File: config.mk
export PLATFORM = sky130hd
export DESIGN_NAME = f16_dot_seq
export DESIGN_NICKNAME = d
export VERILOG_FILES = /design/src/rtl/f16_pkg.sv /design/src/rtl/f16_dot_seq.sv
export SDC_FILE = /design/constraint.sdc
export NUM_CORES = 1
export LEC_CHECK = 0
export ABC_AREA = 1
export CAP_MARGIN = 20
export CELL_PAD_IN_SITES_DETAIL_PLACEMENT = 2
export CELL_PAD_IN_SITES_GLOBAL_PLACEMENT = 2
export CORE_MARGIN = 2
export CORE_UTILIZATION = 29
export DETAILED_ROUTE_END_ITERATION = 8
export PLACE_DENSITY_LB_ADDON = 0.1
export SYNTH_ARGS = -nofsm -noshare
export SYNTH_HDL_FRONTEND = slang
export SYNTH_SLANG_ARGS = --single-unit
File: constraint.sdc
create_clock -name clk -period 3.8 [get_ports clk]
set_clock_uncertainty 0.2 [all_clocks]
set_input_delay 0.95 -clock clk [delete_from_list [all_inputs] [get_ports clk]]
set_output_delay 0.95 -clock clk [all_outputs]
set_load 0.05 [all_outputs]
File: src/rtl/f16_pkg.sv
// rtl/f16_pkg.sv - FP16 field layout, saturation pattern and sequencer state encoding
package f16_pkg;

  localparam int F16_W        = 16;
  localparam int F16_FRAC_W   = 10;
  localparam int F16_EXP_W    = 5;
  localparam int F16_EXP_LSB  = F16_FRAC_W;
  localparam int F16_EXP_MSB  = F16_FRAC_W + F16_EXP_W - 1;
  localparam int F16_SIGN_BIT = F16_W - 1;

  localparam logic [F16_EXP_W-1:0] F16_EXP_SAT = 5'h1F;
  localparam logic [F16_W-1:0]     F16_ONE     = 16'h3C00;

  typedef enum logic [1:0] {
    IDLE  = 2'd0,
    ISSUE = 2'd1,
    CAPT  = 2'd2,
    DONE  = 2'd3
  } state_t;

  // All-ones exponent is what the core produces on overflow (inf/NaN).
  function automatic logic f16_is_sat(input logic [F16_W-1:0] h);
    return h[F16_EXP_MSB:F16_EXP_LSB] == F16_EXP_SAT;
  endfunction

endpackage

File: src/rtl/f16_dot_seq.sv
// rtl/f16_dot_seq.sv - sequential FP16 dot-product initiator driving an external x*y+z core
// Optional sticky saturation flag enabled by defining F16_DOT_OVF_FLAG_EN.
module f16_dot_seq
  import f16_pkg::*;
#(
  parameter int LEN_W = 8
) (
  input  logic             clk,
  input  logic             rst_n,
  input  logic             start,
  input  logic [LEN_W-1:0] len,
  input  logic [15:0]      init_acc,
  input  logic             in_valid,
  output logic             in_ready,
  input  logic [15:0]      in_x,
  input  logic [15:0]      in_y,
  output logic [15:0]      fmac_x,
  output logic [15:0]      fmac_y,
  output logic [15:0]      fmac_z,
  input  logic [15:0]      fmac_r,
  output logic             out_valid,
  input  logic             out_ready,
  output logic [15:0]      out_result,
  output logic             busy,
  output logic             ovf
);

  state_t           state;
  logic [LEN_W-1:0] len_q;
  logic [LEN_W-1:0] cnt;
  logic [LEN_W-1:0] cnt_nxt;
  logic [F16_W-1:0] acc;

  assign cnt_nxt = cnt + LEN_W'(1);

  always_ff @(posedge clk or negedge rst_n) begin
    if (!rst_n) begin
      state      <= IDLE;
      in_ready   <= 1'b0;
      out_valid  <= 1'b0;
      busy       <= 1'b0;
      fmac_x     <= '0;
      fmac_y     <= '0;
      fmac_z     <= '0;
      out_result <= '0;
      acc        <= '0;
      cnt        <= '0;
      len_q      <= '0;
    end else begin
      case (state)
        IDLE: begin
          if (start) begin
            len_q <= len;
            cnt   <= '0;
            acc   <= init_acc;
            busy  <= 1'b1;
            if (len == '0) begin
              out_result <= init_acc;
              out_valid  <= 1'b1;
              state      <= DONE;
            end else begin
              in_ready <= 1'b1;
              state    <= ISSUE;
            end
          end
        end
        ISSUE: begin
          if (in_valid && in_ready) begin
            fmac_x   <= in_x;
            fmac_y   <= in_y;
            fmac_z   <= acc;
            in_ready <= 1'b0;
            state    <= CAPT;
          end
        end
        CAPT: begin
          // Core is combinational, so fmac_r already reflects the operands issued last edge.
          acc <= fmac_r;
          cnt <= cnt_nxt;
          if (cnt_nxt == len_q) begin
            out_result <= fmac_r;
            out_valid  <= 1'b1;
            state      <= DONE;
          end else begin
            in_ready <= 1'b1;
            state    <= ISSUE;
          end
        end
        DONE: begin
          if (out_ready) begin
            out_valid <= 1'b0;
            busy      <= 1'b0;
            state     <= IDLE;
          end
        end
        default: state <= IDLE;
      endcase
    end
  end

`ifdef F16_DOT_OVF_FLAG_EN
  logic ovf_q;

  always_ff @(posedge clk or negedge rst_n) begin
    if (!rst_n) begin
      ovf_q <= 1'b0;
    end else if (state == IDLE && start) begin
      ovf_q <= 1'b0;
    end else if (state == CAPT && f16_is_sat(fmac_r)) begin
      ovf_q <= 1'b1;
    end
  end

  assign ovf = ovf_q;
`else
  assign ovf = 1'b0;
`endif

endmodule

==> impl_metrics.csv, run 1 <==
group,metric,value,unit
timing,period_minus_slack,2900,ps
worst_hold_path,worstHoldEndpoint,"out_result[12]",
die,die_area,16500,um2
die,die_h,129,um
timing,slew_at_the_pin_with_the_worst_max_slew_slack,892,ps
power,maximum_resistive_drop_on_vdd,371,uV
place,dp.final_hpwl,10500,um
timing,finalSetupViolCount,0,
timing,hold-worst-slack,275,ps
synth,postSynthCellCount,492,
clock_network,htreeDepth,3,
routing,vias,3916,
die,core-area,15200,um2
setup_path,reg2regPathDepth,7,
clock_network,ctsResizeCount,0,
global_route,grt_pass1_wl,22800,um
routing,drt_pre_antenna_iters,4,
global_route,largest_net_degree_at_the_start_of_global_routing,59,
worst_hold_path,path_category_of_the_worst_min_delay_check,"register to register",
cells_and_area,design.final.nets,711,
routing,drt_iter0_drc,149,
cells_and_area,nFillCells,1667,
clock_network,postCtsSetupBuffers,0,
worst_hold_path,hold_start,"out_result[12]",
clock_network,cts.hold.buffers_added,0,
synth,register_area_share_after_synthesis,56.2,%
setup_path,regToRegEndpoint,"fmac_z[5]",
routing,total_wirelength_of_the_detailed_routed_design,14100,um
worst_hold_path,hold-path-cell-count,2,
setup_path,r2r_start,"state[1]",
synth,syn-mean-instance-area,9.15,um2
cells_and_area,drive_gt1_share,11.4,%
global_route,first_global_vias,4208,
global_route,grt_use_total,17.8,%
cells_and_area,area.growth.synth_to_final,43.5,%
setup_path,cp_slowest_cell,"sky130_fd_sc_hd__nand3_2",
global_route,antenna_found_initial,0,
run_status,status,"completed",
clock_network,tritoncts_clock_tree,"yes",
place,io_buffer_count,143,
timing,hold_viol_final,0,
routing,antenna_left,0,
synth,net_count_after_synthesis,570,
die,floorplan.die.width,129,um
cells_and_area,finalNonFillerCells,826,
timing,fmax,345,MHz
setup_path,cp_cell_instances,"clkdlybuf4s50_1 -> nand3_2 -> buf_4 -> nand2_1 -> o21ai_0",
setup_path,worstPathArrival,2920,ps
die,boundary_pin_count,145,
setup_path,r2r_setup_slack,1310,ps
die,num_rows,45,
synth,ys_seq_elements,101,
die,floorplan.initialDensity,29.6,%
setup_path,critical_path.top_delay_family,"buffers and inverters",
clock_network,clk_transition_reported_paths,70,ps
clock_network,ctsRootBufferMaster,"sky130_fd_sc_hd__clkbuf_16",
cells_and_area,antenna_cells_inserted,0,
run,number_of_max_capacitance_violations_reported,0,
global_route,global_route.overflow_total,0,
place,dpl.cell_count,810,
synth,synthesis.yosys.warnings,0,
synth,synth.distinct_cells,31,
setup_path,timing.critical_path.from_type,"input port",
setup_path,timing.setup.critical_path_class,"input port to register",
power,power_density,1020,nW/um2
setup_path,cp_data_required_time,3820,ps
timing,setup-tns-final,0,ps
timing,fin_crit_sh,76.3,%
routing,route.detailed.drc,0,
setup_path,crit_fanout,33,
setup_path,cp_slowest_stage_delay,690,ps
place,finalWeightedCongestion,0.742,
cells_and_area,post-route-cell-area,6460,um2
routing,avgRoutedWirePerCell,17.1,um
timing,timing.max_slew.rel_slack,40.5,%
timing,grt_setup_unrepaired,"no",
routing,route.detailed.vias_per_inst,4.74,
setup_path,worstSetupEndpointType,"register",
timing,maxSlewViolCount,0,
setup_path,path_buf_inv,2,
clock_network,cts-root-to-sink-buffers,2,
place,place_area,6130,um2
clock_network,insertion_delay,350,ps
power,static-leakage-power,2.99,nW
clock_network,cts_num_sinks,101,
clock_network,cts_inserted_buffers,9,
synth,syn-cell-area,4500,um2
==> registers in the layout, summed over array words and instances (netlist names) <==
signal / cells
out_valid: 1
len_q: 8
fmac_z: 16
in_ready: 1
out_result: 16
fmac_x: 16
fmac_y: 16
acc: 16
cnt: 8
busy: 1
state: 2
==> layout by cell type (no fill, tap or decap) <==
| cell type | Yosys | layout |
|---|---|---|
| sky130_fd_sc_hd__nor3_1 | 2 | 2 |
| sky130_fd_sc_hd__o22ai_1 | 2 | 2 |
| sky130_fd_sc_hd__ha_1 | 1 | 1 |
| sky130_fd_sc_hd__inv_2 | 1 | 1 |
| sky130_fd_sc_hd__o21bai_1 | 1 | 1 |
| sky130_fd_sc_hd__clkinvlp_4 | 0 | 1 |
| sky130_fd_sc_hd__buf_4 | 2 | 7 |
| sky130_fd_sc_hd__buf_12 | 0 | 1 |
| sky130_fd_sc_hd__xnor2_1 | 1 | 1 |
| sky130_fd_sc_hd__nor2_1 | 12 | 12 |
| sky130_fd_sc_hd__nand2_2 | 2 | 2 |
| sky130_fd_sc_hd__inv_1 | 41 | 41 |
| sky130_fd_sc_hd__nand4_1 | 1 | 1 |
| sky130_fd_sc_hd__inv_6 | 0 | 3 |
| sky130_fd_sc_hd__nand2_1 | 167 | 167 |
| sky130_fd_sc_hd__nand3b_2 | 1 | 1 |
| sky130_fd_sc_hd__o21ai_0 | 46 | 46 |
| sky130_fd_sc_hd__clkbuf_16 | 0 | 9 |
| sky130_fd_sc_hd__nor2_4 | 1 | 1 |
| sky130_fd_sc_hd__bufinv_16 | 0 | 2 |
| sky130_fd_sc_hd__nor2_2 | 6 | 6 |
| sky130_fd_sc_hd__clkdlybuf4s50_1 | 0 | 142 |
| sky130_fd_sc_hd__mux2_2 | 32 | 32 |
| sky130_fd_sc_hd__a21oi_1 | 3 | 3 |
| sky130_fd_sc_hd__o2111ai_1 | 1 | 1 |
| sky130_fd_sc_hd__nand3b_1 | 1 | 1 |
| sky130_fd_sc_hd__nand3_2 | 4 | 4 |
| sky130_fd_sc_hd__nor2_8 | 1 | 1 |
| sky130_fd_sc_hd__xor2_1 | 1 | 1 |
| sky130_fd_sc_hd__conb_1 | 1 | 1 |
| sky130_fd_sc_hd__dfrtp_1 | 101 | 101 |
| sky130_fd_sc_hd__nand3_1 | 40 | 40 |
| sky130_fd_sc_hd__nand2_4 | 2 | 2 |
| sky130_fd_sc_hd__clkbuf_1 | 12 | 1 |
==> cells by family after synthesis <==
logic type,Yosys count,share of synthesized area (%)
adders and majority gates,1,0.278
xor gates and xnor gates,2,0.389
other,1,0.0833
AOI/OAI and AO/OA,53,6.09
DFF,101,56.2
and+or+nand+nor,240,23.4
muxes,32,8.01
buffers and inverters,62,5.64
==> final cells by class <==
cell class                      count  area, um2  area share, %
Inverter                           42        158           2.44
Tap cell                          188        235           3.64
Timing Repair Buffer              150       1490           23.1
Multi-Input combinational cell    329       1720           26.6
Clock buffer                       10        229           3.55
Sequential cell                   101       2530           39.1
Clock inverter                      6       93.8           1.45
==> worst max-delay path by stage <==
| stage | start | to | slack [ps] | cells past startpoint |
|---|---|---|---|---|
| 2_1_floorplan | len[7] | out_result[0] | 1490 | 8 |
| 3_3_place_gp | in_valid | fmac_z[4] | 650 | 5 |
| 3_5_place_dp | in_valid | fmac_z[0] | 530 | 5 |
| 4_1_cts | in_valid | fmac_z[5] | 890 | 5 |
| 5_1_grt | in_valid | fmac_z[5] | 740 | 5 |
| 6_report | in_valid | fmac_z[5] | 900 | 5 |
==> layer usage <==
metal	wire length [um]	track usage, %	share of wire, %
met1	6780	24.8	48
met2	6250	28.0	44
met3	884	3.78	6.3
met4	178	5.37	1.3
met5	0	0	0
==> worst reg2reg max path, delay by kind of cell, from the launching register on <==
family	cells	cell delay, ps
buffers and inverters	3	770
flip-flops	1	420
AO/OA/AOI/OAI	1	90
AND/OR/NAND/NOR	3	880
==> Yosys cell counts <==
cell type | number | share of area (%)
sky130_fd_sc_hd__buf_6 | 1 | 0.25
sky130_fd_sc_hd__xnor2_1 | 1 | 0.19
sky130_fd_sc_hd__nor3_1 | 2 | 0.22
sky130_fd_sc_hd__o21bai_1 | 1 | 0.17
sky130_fd_sc_hd__nand3_2 | 4 | 0.89
sky130_fd_sc_hd__inv_2 | 1 | 0.083
sky130_fd_sc_hd__nor2_8 | 1 | 0.44
sky130_fd_sc_hd__nor2_2 | 6 | 0.83
sky130_fd_sc_hd__buf_4 | 2 | 0.33
sky130_fd_sc_hd__a21oi_1 | 3 | 0.33
sky130_fd_sc_hd__nor2_1 | 12 | 1.0
sky130_fd_sc_hd__ha_1 | 1 | 0.28
sky130_fd_sc_hd__mux2_2 | 32 | 8.0
sky130_fd_sc_hd__dfrtp_1 | 101 | 56
sky130_fd_sc_hd__conb_1 | 1 | 0.083
sky130_fd_sc_hd__clkbuf_1 | 12 | 1.0
sky130_fd_sc_hd__buf_2 | 4 | 0.44
sky130_fd_sc_hd__nand3b_2 | 1 | 0.25
sky130_fd_sc_hd__o21ai_0 | 46 | 5.1
sky130_fd_sc_hd__nand2_2 | 2 | 0.28
sky130_fd_sc_hd__nand4_1 | 1 | 0.14
sky130_fd_sc_hd__nand3_1 | 40 | 4.4
sky130_fd_sc_hd__xor2_1 | 1 | 0.19
sky130_fd_sc_hd__inv_1 | 41 | 3.4
sky130_fd_sc_hd__nand2_4 | 2 | 0.50
sky130_fd_sc_hd__nor2_4 | 1 | 0.25
sky130_fd_sc_hd__o22ai_1 | 2 | 0.28
sky130_fd_sc_hd__o2111ai_1 | 1 | 0.19
sky130_fd_sc_hd__clkbuf_2 | 1 | 0.11
sky130_fd_sc_hd__nand3b_1 | 1 | 0.17
sky130_fd_sc_hd__nand2_1 | 167 | 14
==> power breakdown <==
part,leakage (nW),internal [mW],switching (mW),total (mW)
registers,1.25,1.61,0.325,1.93
logic,1.59,1.21,2.44,3.66
clock network,0.154,0.586,0.437,1.02
==> through the flow <==
stage / setup WS, ps / total power [mW] / utilization (%)
2_1_floorplan: 1490 / 4.33 / -
3_3_place_gp: 650 / 5.51 / 40.3
3_5_place_dp: 531 / 5.65 / 40.3
4_1_cts: 890 / 6.72 / 42.5
5_1_grt: 740 / 7.07 / 42.5
6_report: 901 / 6.61 / 42.5
(Power assumes the default switching activity.)
==> inputs of run 2 (changes only) <==
CORE_UTILIZATION = 27   (was 29)
clock period = 3 ns   (was 3.8 ns; I/O delays follow)
==> run 2 against run 1 <==
Compared with the run above: register-to-register slack got worse by 660 ps; clock-buffer cell count stayed put; design area grew 0.81%; clock power is 14% higher; critical path depth shrank 4; critical path type is now register to output pin; power up 25%.
==> impl_metrics.csv, run 2 (synthesis results as in run 1) <==
group,metric,value,unit
timing,fin_crit_sh,85.4,%
place,finalWeightedCongestion,0.746,
place,post-place-ws,356,ps
routing,vias,3877,
routing,avgRoutedWirePerCell,16.1,um
timing,grt_setup_unrepaired,"no",
cells_and_area,design.final.nets,715,
die,floorplan.initialDensity,27.3,%
global_route,largest_net_degree_at_the_start_of_global_routing,65,
setup_path,worstPathArrival,1610,ps
clock_network,postCtsSetupBuffers,0,
cells_and_area,antenna_cells_inserted,0,
power,power_density,1270,nW/um2
timing,finalSetupViolCount,0,
clock_network,cts-root-to-sink-buffers,2,
setup_path,timing.setup.critical_path_class,"register to output pin",
global_route,global_route.overflow_total,0,
clock_network,ctsResizeCount,0,
run,number_of_max_capacitance_violations_reported,0,
routing,drt_pre_antenna_iters,4,
setup_path,worstSetupEndpointType,"output pin",
die,die_area,17700,um2
die,boundary_pin_count,145,
setup_path,timing.critical_path.from_type,"register",
timing,fmax,390,MHz
cells_and_area,post-route-util,39.5,%
routing,drt_iter0_drc,135,
routing,total_wirelength_of_the_detailed_routed_design,13900,um
cells_and_area,final_cell_mix,"sky130_fd_sc_hd__nand2_1, sky130_fd_sc_hd__clkdlybuf4s50_1, sky130_fd_sc_hd__dfrtp_1",
clock_network,cts_num_sinks,101,
power,total_power,8.25,mW
cells_and_area,area.growth.synth_to_final,44.6,%
setup_path,crit_fanout,4,
timing,setup-tns-final,0,ps
routing,antenna_left,0,
timing,slew_at_the_pin_with_the_worst_max_slew_slack,555,ps
setup_path,cp_slowest_stage_delay,830,ps
die,num_rows,47,
global_route,grt_pass1_wl,23200,um
setup_path,critical_path.top_delay_family,"buffers and inverters",
timing,timing.max_slew.rel_slack,62.9,%
clock_network,tritoncts_clock_tree,"yes",
global_route,first_global_vias,4150,
clock_network,htreeDepth,3,
run_status,status,"completed",
place,dp.final_hpwl,10700,um
worst_hold_path,path_category_of_the_worst_min_delay_check,"input port to async pin",
timing,period_minus_slack,2560,ps
setup_path,cp_cell_instances,"clkdlybuf4s50_1",
timing,maxSlewViolCount,0,
routing,route.detailed.drc,0,
die,core-area,16500,um2
global_route,antenna_found_initial,0,
cells_and_area,layout.cells.most_common,"sky130_fd_sc_hd__nand2_1",
clock_network,cts.hold.buffers_added,0,
setup_path,path_buf_inv,1,
timing,hold_viol_final,0,
clock_network,clk_transition_reported_paths,70,ps
clock_network,cts_inserted_buffers,9,
place,io_buffer_count,143,
cells_and_area,drive_gt1_share,12.1,%
clock_network,insertion_delay,350,ps
die,die_h,133,um
setup_path,r2r_setup_slack,650,ps
power,maximum_resistive_drop_on_vdd,455,uV
setup_path,cp_data_required_time,2050,ps
clock_network,ctsRootBufferMaster,"sky130_fd_sc_hd__clkbuf_16",
routing,route.detailed.vias_per_inst,4.50,
power,static-leakage-power,3.01,nW
global_route,grt_use_total,16.5,%
timing,worst_slack,439,ps
die,floorplan.die.width,133,um
setup_path,cp_slowest_cell,"sky130_fd_sc_hd__clkdlybuf4s50_1",
[run 2: cell types whose count changed in the layout (fill, tap and decap cells not counted)]
| cell | delta |
|---|---|
| sky130_fd_sc_hd__buf_12 | +1 |
| sky130_fd_sc_hd__buf_4 | +3 |
| sky130_fd_sc_hd__bufinv_16 | -2 |
| sky130_fd_sc_hd__clkbuf_1 | -1 |
| sky130_fd_sc_hd__clkbuf_8 | +1 |
| sky130_fd_sc_hd__clkinv_4 | +1 |
| sky130_fd_sc_hd__inv_8 | +1 |
[run 2: final timing paths]
path,cells after the start,to,startpoint
worst max register to register,12,out_result[1],cnt[0]
worst min-delay path,1,fmac_y[6],rst_n
max in group asynchronous,3,fmac_z[12],rst_n
min in group clk,2,out_result[3],out_result[3]
worst max-delay path,1,in_ready,in_ready
worst min register to register,2,out_result[3],out_result[3]
[run 2: routing by layer]
layer,global-route usage [%],share of wire [%],vias to the layer above
met4,5.32,1.4,0
met2,24.4,43,116
met5,0,0,-
li1,-,-,1866
met3,3.73,5.4,10
met1,24.1,50,1885
[run 2: cell type report]
class	instances	area [um2]
Timing Repair Buffer	154	1540
Inverter	42	158
Fill cell	1797	9960
Multi-Input combinational cell	329	1720
Clock buffer	10	239
Sequential cell	101	2530
Tap cell	220	275
Clock inverter	6	53.8
[run 2: report_power, final]
part | internal (mW) | switching [mW] | total [mW]
Combinational | 1.56 | 3.09 | 4.65
Clock | 0.603 | 0.558 | 1.16
Sequential | 2.04 | 0.404 | 2.44
[run 2: through the flow]
| stage | cells | hold WS (ps) | instance area (um2) |
|---|---|---|---|
| finish | 862 | 125 | 6510 |
| floorplan | 492 | 254 | 4500 |
| global route | 862 | 144 | 6510 |
| detailed placement | 846 | 270 | 6220 |
| global placement | 846 | 259 | 6220 |
| CTS | 862 | 128 | 6510 |
==> inputs of run 3 (changes only) <==
ABC_AREA = default   (was 1)
CORE_UTILIZATION = 29   (was 27)
==> run 3 against run 2 <==
Compared with the run above: synthesized cell count decreased by 22%; clock-buffer cell count unchanged; critical path depth increased by 5; register-to-register slack got worse by 250 ps; fmax decreased by 1.3%; global-route usage decreased by 0.24 points; combinational power decreased by 13%; cell count decreased by 17%; first-iteration DRC count decreased by 31%.
==> impl_metrics.csv, run 3 <==
group,metric,value,unit
synth,post_synth_main_area_contributors,"sky130_fd_sc_hd__dfrtp_1, sky130_fd_sc_hd__mux2_2, sky130_fd_sc_hd__nand2_1, sky130_fd_sc_hd__o221ai_2, sky130_fd_sc_hd__a21o_1",
place,io_buffer_count,143,
setup_path,timing.setup.critical_path_class,"register to register",
die,floorplan.initialDensity,29.6,%
die,die_h,129,um
routing,route.detailed.vias_per_inst,4.85,
clock_network,cts_num_sinks,101,
power,p_switching,3.37,mW
timing,fmax,385,MHz
setup_path,critical_path.top_delay_family,"simple AND/OR/NAND/NOR gates",
power,maximum_resistive_drop_on_vdd,401,uV
routing,vias,3480,
timing,hold_viol_final,0,
clock_network,tritoncts_clock_tree,"yes",
synth,synthesis.yosys.warnings,0,
timing,fin_crit_sh,86.5,%
timing,grt_setup_unrepaired,"no",
synth,async_reset_ff_share,100,%
die,floorplan.die.width,129,um
synth,synth.distinct_cells,43,
die,num_rows,45,
synth,net_count_after_synthesis,460,
synth,ys_seq_elements,101,
global_route,antenna_found_initial,0,
clock_network,insertion_delay,350,ps
power,power_density,1160,nW/um2
run_status,status,"completed",
cells_and_area,post-route-util,42.6,%
clock_network,clk_transition_reported_paths,70,ps
clock_network,ctsResizeCount,0,
clock_network,cts-root-to-sink-buffers,2,
setup_path,timing.critical_path.from_type,"register",
setup_path,r2r_setup_slack,400,ps
timing,timing.max_slew.rel_slack,56.0,%
routing,route.detailed.drc,0,
power,cell_internal_pwr,4.14,mW
synth,netlist.top_cell.by_area,"sky130_fd_sc_hd__dfrtp_1",
power,share_of_power_burned_in_combinational_logic,53.9,%
setup_path,worstSetupEndpointType,"register",
global_route,global_route.overflow_total,0,
global_route,largest_net_degree_at_the_start_of_global_routing,37,
cells_and_area,antenna_cells_inserted,0,
global_route,grt_use_total,16.3,%
setup_path,cp_slowest_stage_delay,510,ps
synth,yosys.cell_count.top_type,"sky130_fd_sc_hd__dfrtp_1",
place,dp.final_hpwl,9460,um
synth,syn-cell-area,4500,um2
clock_network,ctsRootBufferMaster,"sky130_fd_sc_hd__clkbuf_16",
cells_and_area,area.growth.synth_to_final,43.9,%
timing,finalSetupViolCount,0,
synth,synth_common_cells,"sky130_fd_sc_hd__dfrtp_1, sky130_fd_sc_hd__nand2_1, sky130_fd_sc_hd__mux2_2",
die,boundary_pin_count,145,
setup_path,path_buf_inv,1,
power,static-leakage-power,2.77,nW
setup_path,cp_slowest_cell,"sky130_fd_sc_hd__a2111o_1",
power,power_frac_seq,31.4,%
global_route,first_global_vias,3847,
setup_path,crit_fanout,16,
die,die_area,16500,um2
setup_path,cp_cell_instances,"and3_1 -> nand4_4 -> or3_1 -> a2111o_1 -> buf_4 -> o221ai_1",
timing,period_minus_slack,2600,ps
setup_path,worstPathArrival,2650,ps
timing,hold-worst-slack,149,ps
cells_and_area,final_cell_mix,"sky130_fd_sc_hd__clkdlybuf4s50_1, sky130_fd_sc_hd__dfrtp_1, sky130_fd_sc_hd__nand2_1",
routing,antenna_left,0,
worst_hold_path,path_category_of_the_worst_min_delay_check,"input port to async pin",
cells_and_area,layout.cells.most_common,"sky130_fd_sc_hd__clkdlybuf4s50_1",
clock_network,htreeDepth,3,
cells_and_area,drive_gt1_share,18.5,%
timing,setup-tns-final,0,ps
timing,maxSlewViolCount,0,
clock_network,cts.hold.buffers_added,0,
clock_network,cts_inserted_buffers,9,
synth,postSynthCellCount,382,
place,post-place-ws,21.1,ps
place,finalWeightedCongestion,0.728,
run,number_of_max_capacitance_violations_reported,0,
timing,worst_slack,404,ps
power,power_switching_share,44.9,%
synth,post-synth-top-area-fraction,56.2,%
synth,synth_enable_flop_cells,0,
routing,total_wirelength_of_the_detailed_routed_design,12800,um
routing,avgRoutedWirePerCell,17.9,um
synth,syn-mean-instance-area,11.8,um2
power,clkPwrFrac,14.6,%
clock_network,postCtsSetupBuffers,0,
routing,drt_iter0_drc,93,
synth,postSynth.topFlopCell,"sky130_fd_sc_hd__dfrtp_1",
global_route,grt_pass1_wl,20600,um
timing,slew_at_the_pin_with_the_worst_max_slew_slack,659,ps
routing,drt_pre_antenna_iters,4,
setup_path,cp_data_required_time,3050,ps
cells_and_area,design.final.nets,602,
synth,register_area_share_after_synthesis,56.2,%
die,core-area,15200,um2
## run 3: cells by family (layout without fill, tap and decap cells)
logic type / after synthesis / count (layout) / share of synthesized area [%]
flops: 101 / 101 / 56.2
simple gates: 98 / 98 / 10.5
compound gates: 76 / 76 / 13.1
mux: 55 / 55 / 13.8
buf+inv: 41 / 188 / 4.29
xor+xnor: 9 / 9 / 1.75
fa+ha+maj: 1 / 1 / 0.278
other cells: 1 / 1 / 0.0834
## run 3: worst register-to-register path, cell delays in order, from the launching register on
cell	delay, ps
sky130_fd_sc_hd__dfrtp_1	460
sky130_fd_sc_hd__and3_1	370
sky130_fd_sc_hd__nand4_4	140
sky130_fd_sc_hd__or3_1	360
sky130_fd_sc_hd__a2111o_1	510
sky130_fd_sc_hd__buf_4	250
sky130_fd_sc_hd__o221ai_1	210
## run 3: layout make-up
class	instances	area, um2
flip-flops and latches	101	2530
clock inverters	6	47.5
well taps	188	235
clock buffers	10	229
multi-input cells	240	1790
inverters	18	67.6
repair buffers	154	1570
fillers	1556	8730
## run 3: final timing paths
kind                       cells past startpoint              to   start
min in group clk                               1          acc[3]  acc[3]
max                                            6  out_result[14]  cnt[2]
min                                            1       fmac_x[1]   rst_n
min reg2reg                                    1          acc[3]  acc[3]
max reg2reg                                    6  out_result[14]  cnt[2]
max in group asynchronous                      2  out_result[14]   rst_n
## run 3: metrics by stage
stage | cell area [um2] | std cells | total power [mW]
after floorplan | 4500 | 382 | 5.02
after global placement | 6190 | 701 | 6.40
after detailed placement | 6190 | 701 | 6.52
after CTS | 6470 | 717 | 7.65
after global routing | 6470 | 717 | 7.96
final | 6470 | 717 | 7.51
## run 3: metal layers
layer / vias up / share of wire (%) / global-route usage, % / wire length [um]
met3: 12 / 4.2 / 4.20 / 532
met5: - / 0 / 0 / 0
li1: 1608 / - / - / -
met1: 1785 / 43 / 20.4 / 5530
met2: 75 / 51 / 28.0 / 6570
met4: 0 / 1.3 / 4.41 / 172
## run 3: power groups by stage
stage               clock network (mW)  logic (mW)  registers [mW]
floorplan                            0        1.25            3.77
global placement                     0        4.04            2.36
detailed placement                   0        4.11            2.40
CTS                               1.15        4.12            2.38
global route                      1.20        4.31            2.45
finish                            1.10        4.05            2.36
